**config.mk**
```make
export PLATFORM = sky130hd
export DESIGN_NAME = seq_pattern_tx_flat
export DESIGN_NICKNAME = d
export VERILOG_FILES = /design/src/rtl/seq_pattern_tx_if.sv /design/src/rtl/seq_pattern_tx.sv /design/src/flat_wrapper.sv
export SDC_FILE = /design/constraint.sdc
export NUM_CORES = 1
export LEC_CHECK = 0
export CAP_MARGIN = 20
export CORE_MARGIN = 2
export CORE_UTILIZATION = 54
export DETAILED_ROUTE_END_ITERATION = 7
export GPL_TIMING_DRIVEN = 0
export PLACE_DENSITY = 0.8
export SLEW_MARGIN = 40
export SYNTH_ARGS = -nofsm -noshare
export SYNTH_HDL_FRONTEND = slang
export SYNTH_SLANG_ARGS = --single-unit
```
**constraint.sdc**
```tcl
create_clock -name clk -period 3.3 [get_ports clk]
set_input_delay 0.66 -clock clk [delete_from_list [all_inputs] [get_ports clk]]
set_output_delay 0.66 -clock clk [all_outputs]
set_load 0.005 [all_outputs]
```
**src/rtl/seq_pattern_tx_if.sv**
```systemverilog
// Load/control handshake and serial output bundle for seq_pattern_tx.
interface seq_pattern_tx_if #(
  parameter int PAT_W = 16,
  parameter int CNT_W = 4
);
  logic             load_valid;
  logic             load_ready;
  logic [PAT_W-1:0] pattern;
  logic [CNT_W-1:0] len;
  logic [CNT_W-1:0] reps;
  logic [CNT_W-1:0] gap;
  logic             abort;
  logic             x;
  logic             x_valid;
  logic             busy;
  logic             done;

  modport master (
    output load_valid, pattern, len, reps, gap, abort,
    input  load_ready, x, x_valid, busy, done
  );

  modport slave (
    input  load_valid, pattern, len, reps, gap, abort,
    output load_ready, x, x_valid, busy, done
  );
endinterface

```
**src/rtl/seq_pattern_tx.sv**
```systemverilog
// Serial pattern transmitter: sends pattern[len:0] MSB-first, repeated reps+1
// times with gap idle cycles between frames; all outputs registered.
module seq_pattern_tx #(
  parameter int PAT_W = 16,
  parameter int CNT_W = 4
) (
  input logic              clk,
  input logic              rst,
  seq_pattern_tx_if.slave  bus
);

  typedef enum logic [1:0] {IDLE, SEND, GAP, DONE} state_e;

  state_e           state_q, state_d;
  logic [PAT_W-1:0] pat_q, pat_d;
  logic [CNT_W-1:0] len_q, len_d;
  logic [CNT_W-1:0] reps_q, reps_d;
  logic [CNT_W-1:0] gap_q, gap_d;
  logic [CNT_W-1:0] idx_q, idx_d;
  logic [CNT_W-1:0] gcnt_q, gcnt_d;
  logic             x_q, x_d;
  logic             xv_q, xv_d;
  logic             busy_q, busy_d;
  logic             done_q, done_d;
  logic             ready_q, ready_d;

  always_comb begin
    state_d = state_q;
    pat_d   = pat_q;
    len_d   = len_q;
    reps_d  = reps_q;
    gap_d   = gap_q;
    idx_d   = idx_q;
    gcnt_d  = gcnt_q;

    unique case (state_q)
      IDLE: begin
        if (!bus.abort && bus.load_valid) begin
          pat_d   = bus.pattern;
          len_d   = bus.len;
          reps_d  = bus.reps;
          gap_d   = bus.gap;
          idx_d   = bus.len;
          state_d = SEND;
        end
      end
      SEND: begin
        if (bus.abort) begin
          state_d = IDLE;
        end else if (idx_q == '0) begin
          if (reps_q == '0) begin
            state_d = DONE;
          end else begin
            reps_d = reps_q - 1'b1;
            if (gap_q == '0) begin
              idx_d = len_q;
            end else begin
              // gcnt counts the remaining idle cycles after the current one
              gcnt_d  = gap_q - 1'b1;
              state_d = GAP;
            end
          end
        end else begin
          idx_d = idx_q - 1'b1;
        end
      end
      GAP: begin
        if (bus.abort) begin
          state_d = IDLE;
        end else if (gcnt_q == '0) begin
          idx_d   = len_q;
          state_d = SEND;
        end else begin
          gcnt_d = gcnt_q - 1'b1;
        end
      end
      DONE: state_d = IDLE;
      default: state_d = IDLE;
    endcase

    // Outputs are decoded from the next state so they register in step with it
    xv_d    = (state_d == SEND);
    x_d     = xv_d & pat_d[idx_d];
    busy_d  = (state_d == SEND) || (state_d == GAP);
    done_d  = (state_d == DONE);
    ready_d = (state_d == IDLE);
  end

  always_ff @(posedge clk or negedge rst) begin
    if (!rst) begin
      state_q <= IDLE;
      pat_q   <= '0;
      len_q   <= '0;
      reps_q  <= '0;
      gap_q   <= '0;
      idx_q   <= '0;
      gcnt_q  <= '0;
      x_q     <= 1'b0;
      xv_q    <= 1'b0;
      busy_q  <= 1'b0;
      done_q  <= 1'b0;
      ready_q <= 1'b1;
    end else begin
      state_q <= state_d;
      pat_q   <= pat_d;
      len_q   <= len_d;
      reps_q  <= reps_d;
      gap_q   <= gap_d;
      idx_q   <= idx_d;
      gcnt_q  <= gcnt_d;
      x_q     <= x_d;
      xv_q    <= xv_d;
      busy_q  <= busy_d;
      done_q  <= done_d;
      ready_q <= ready_d;
    end
  end

  assign bus.x          = x_q;
  assign bus.x_valid    = xv_q;
  assign bus.busy       = busy_q;
  assign bus.done       = done_q;
  assign bus.load_ready = ready_q;

endmodule

```
**src/flat_wrapper.sv**
```systemverilog
// flat-port wrapper written by rule: the top's interface ports become plain ports
module seq_pattern_tx_flat 
#(
  parameter int PAT_W = 16,
  parameter int CNT_W = 4
)
  (clk, rst, bus_load_valid, bus_pattern, bus_len, bus_reps, bus_gap, bus_abort, bus_load_ready, bus_x, bus_x_valid, bus_busy, bus_done);
  seq_pattern_tx_if #(.PAT_W(PAT_W), .CNT_W(CNT_W)) bus_i ();
  input logic clk;
  input logic rst;
  input wire logic [$bits(bus_i.load_valid)-1:0] bus_load_valid;
  input wire logic [$bits(bus_i.pattern)-1:0] bus_pattern;
  input wire logic [$bits(bus_i.len)-1:0] bus_len;
  input wire logic [$bits(bus_i.reps)-1:0] bus_reps;
  input wire logic [$bits(bus_i.gap)-1:0] bus_gap;
  input wire logic [$bits(bus_i.abort)-1:0] bus_abort;
  output wire logic [$bits(bus_i.load_ready)-1:0] bus_load_ready;
  output wire logic [$bits(bus_i.x)-1:0] bus_x;
  output wire logic [$bits(bus_i.x_valid)-1:0] bus_x_valid;
  output wire logic [$bits(bus_i.busy)-1:0] bus_busy;
  output wire logic [$bits(bus_i.done)-1:0] bus_done;
  assign bus_i.load_valid = bus_load_valid;
  assign bus_i.pattern = bus_pattern;
  assign bus_i.len = bus_len;
  assign bus_i.reps = bus_reps;
  assign bus_i.gap = bus_gap;
  assign bus_i.abort = bus_abort;
  assign bus_load_ready = bus_i.load_ready;
  assign bus_x = bus_i.x;
  assign bus_x_valid = bus_i.x_valid;
  assign bus_busy = bus_i.busy;
  assign bus_done = bus_i.done;
  seq_pattern_tx #(.PAT_W(PAT_W), .CNT_W(CNT_W)) u_core (.clk(clk), .rst(rst), .bus(bus_i));
endmodule
```
==> summary.log <==
qor: yosys.avgSynthCellArea 9.27 um2
qor: setup_path.worst-setup-path-type input pin to register
qor: layout.finalNetCount 350
qor: power.power_density_over_the_cells 558 nW/um2
qor: floorplan.floorplan.die_area 5170 um2
qor: grt.grt_start_max_net_pins 44
qor: job.drv.max_cap_violation_count 0
qor: clock_network.cts_post_setup_buffers_inserted 0
qor: layout.fin_area 3000 um2
qor: route.vias 2,081
qor: floorplan.std_cell_rows 24
qor: floorplan.floorplan.core_area 4410 um2
qor: placed_design.dp_hpwl 3910 um
qor: setup_path.critical_path.endpoint_type register
qor: grt.wire_length_of_the_first_global_routing_pass 9560 um
qor: layout.mostFrequentLayoutCells 81 x nand2_1, 42 x dfrtp_1, 35 x clkdlybuf4s50_1, 13 x inv_1, 11 x nand3_1
qor: yosys.yosys_warnings 0
qor: timing.timing.final.max_slew_violations 0
qor: yosys.yosys_most_used_dff dfrtp_1
qor: clock_network.clkSinkCount 43
qor: layout.layout.area.seq 1080 um2
qor: route.drc 0
qor: placed_design.post_dp_cell_area 2920 um2
qor: placed_design.numPlacedInstances 357
qor: setup_path.rr_worst_depth 9
qor: layout.stdcell_count 365
qor: timing.worst_slew_pin_slew 0.672 ns
qor: route.ant_nets 0
qor: route.drt_pass1_iterations 4
qor: layout.multi_input_comb_area 1290 um2
qor: layout.fillers 367
qor: yosys.synth-edff-count 0
qor: min_path.min_path_type input pin to asynchronous set/reset pin
qor: layout.area_growth 20.4%
qor: yosys.synth.top_cells.by_area dfrtp_1 42%, nand2_1 12%, ha_1 3.0%
qor: timing.max_freq 321 MHz
qor: yosys.postSynthRegisterBits 43
qor: layout.layout-drive-gt1-share 0.115
qor: timing.rsz0062_at_grt no
qor: yosys.synthesis.nets 307
qor: clock_network.worst_setup_hold_path_clk_slew 0.09 ns
qor: power.irDropWorstVdd 359 uV
qor: clock_network.cts_tree built
qor: timing.clock_skews 0.00959 ns
qor: yosys.syn_inst 269
qor: status.result_of_the_run completed
qor: grt.grt-ovfl-total 0
qor: yosys.synth_top_area_share 0.422
qor: timing.final-hold-violation-count 0
qor: yosys.synth.largest_area_cell dfrtp_1
qor: yosys.yosysUniqueCellTypes 58
qor: placed_design.final_weighted_congestion_in_routability_driven_placement 0.900
qor: timing.setup_viol 0
qor: route.drt_iter0_markers 186
qor: floorplan.dieWidth 71.9 um
qor: setup_path.crit_required 3.46 ns
qor: placed_design.port_buf_inserts 36
qor: setup_path.path_max_fanout 10
qor: grt.first_global_vias 2,019
qor: floorplan.ioPinCount 37
qor: yosys.synth-async-reset-ratio 1.00
qor: route.detail_route.wl_per_cell 15.1 um
qor: clock_network.htreeDepth 2
qor: layout.most_frequent_standard_cell_in_the_layout_excluding_fill_and_tap_cells nand2_1
qor: yosys.synth.cell_area 2490 um2
qor: clock_network.clk_latency 0.30 ns
qor: floorplan.floorplan.initialDensity 0.565
qor: clock_network.ctsRootBufferMaster clkbuf_8
qor: clock_network.hold_buf_count_cts 0
qor: layout.antenna_cells_inserted 0
qor: grt.overall_routing_resource_usage 0.235
qor: clock_network.cts_max_path_buffers 2
qor: yosys.seq_area_frac_synth 0.432
qor: route.finalWirelength 5530 um
qor: clock_network.postCtsResizedCells 0
qor: clock_network.cts_buffers 5
qor: route.vias_per_cell 5.70
qor: power.p_leak 1.34 nW
qor: timing.slew_headroom 0.548
qor: timing.fin_crit_sh 0.944
qor: timing.period_minus_slack 3.12 ns
qor: setup_path.startpoint_type input pin
qor: setup_path.arrival 3.27 ns
qor: grt.antenna_violations_before_repair 0
qor: floorplan.floorplan.die.height 71.9 um
-- per-layer routing --
layer | vias to the layer above | GRT usage | part of all wire
li1 | 1030 | - | -
met1 | 990 | 0.341 | 0.48
met2 | 55 | 0.367 | 0.46
met3 | 6 | 0.0431 | 0.056
met4 | 0 | 0.0629 | 0.012
met5 | - | 0 | 0
-- power by group --
| part | switching [W] | internal, W | total (W) |
|---|---|---|---|
| sequential | 0.000123 | 0.000648 | 0.000771 |
| combinational | 0.000298 | 0.000267 | 0.000565 |
| clock | 0.000188 | 0.000148 | 0.000336 |
| total | 0.000610 | 0.00106 | 0.00167 |
-- state kept, by name (all words and copies together), names as in the netlist --
register / cells
u_core.bus.busy: 1
u_core.bus.done: 1
u_core.bus.load_ready: 1
u_core.bus.x: 1
u_core.bus.x_valid: 1
u_core.gap_q: 4
u_core.gcnt_q: 4
u_core.idx_q: 4
u_core.len_q: 4
u_core.pat_q: 16
u_core.reps_q: 4
u_core.state_q: 2
-- stage by stage --
stage,setup TNS [ns],hold WS (ns),power (W),worst slack (ns),util
final,0,0.335,0.00167,0.185,0.680
after global routing,0,0.381,0.00179,0.0329,0.680
after CTS,0,0.359,0.00167,0.181,0.680
after detailed placement,-0.136,0.457,0.00134,-0.136,0.660
after global placement,-0.0976,0.450,0.00132,-0.0976,0.661
after floorplan,0,0.364,0.00116,0.707,-
-- cells by family after synthesis --
group,share of synthesized area
buffers and inverters,0.0517
and+or+nand+nor,0.273
muxes,0.0517
adders and majority gates,0.0301
DFF,0.432
AOI/OAI and AO/OA,0.161
-- layout make-up --
class	instances	share of cell area
sequential	43	0.359
tap	52	0.0217
timing repair buffer	36	0.119
multi-input combinational	199	0.429
clock buffer	6	0.0242
inverter	14	0.0175
buffer	13	0.0254
clock inverter	2	0.00417
-- synthesized netlist by cell type (2+ instances only) --
master     number
a2111oi_0       3
a21o_1          3
a21oi_1         7
a311oi_1        2
a31oi_1         3
buf_2           4
buf_6           3
clkbuf_1        5
dfrtp_1        42
ha_1            6
inv_1          13
mux2_1          3
mux2_2          4
mux2i_1         5
nand2_1        81
nand2b_1        3
nand3_1        11
nor2_1          5
nor2b_1         2
nor3_1          5
nor3b_1         2
nor4_1          2
nor4_4          2
o211a_1         2
o211ai_1        6
o21ai_0         7
o221ai_1        3
or3b_1          4
or4_4           2
-- worst paths after layout --
| check | start | end | slack [ns] |
|---|---|---|---|
| worst max-delay path | bus_abort | u_core.bus.x | 0.18 |
| worst min-delay path | rst | u_core.gcnt_q[0] | 0.33 |
| worst max register to register | u_core.idx_q[0] | u_core.bus.x | 0.23 |
| worst min register to register | u_core.pat_q[15] | u_core.pat_q[15] | 0.48 |
| max in group asynchronous | rst | u_core.bus.load_ready | 2.59 |
| min in group clk | u_core.pat_q[15] | u_core.pat_q[15] | 0.48 |
-- critical path, stage by stage --
cell	delay, ns
clkdlybuf4s50_1	0.44
buf_6	0.17
or3b_1	0.41
o221ai_2	0.21
o211ai_2	0.16
nor2_4	0.20
mux2_1	0.36
a2111oi_0	0.55
nor4_1	0.11
No activity file was read; power rests on OpenSTA's default activity.
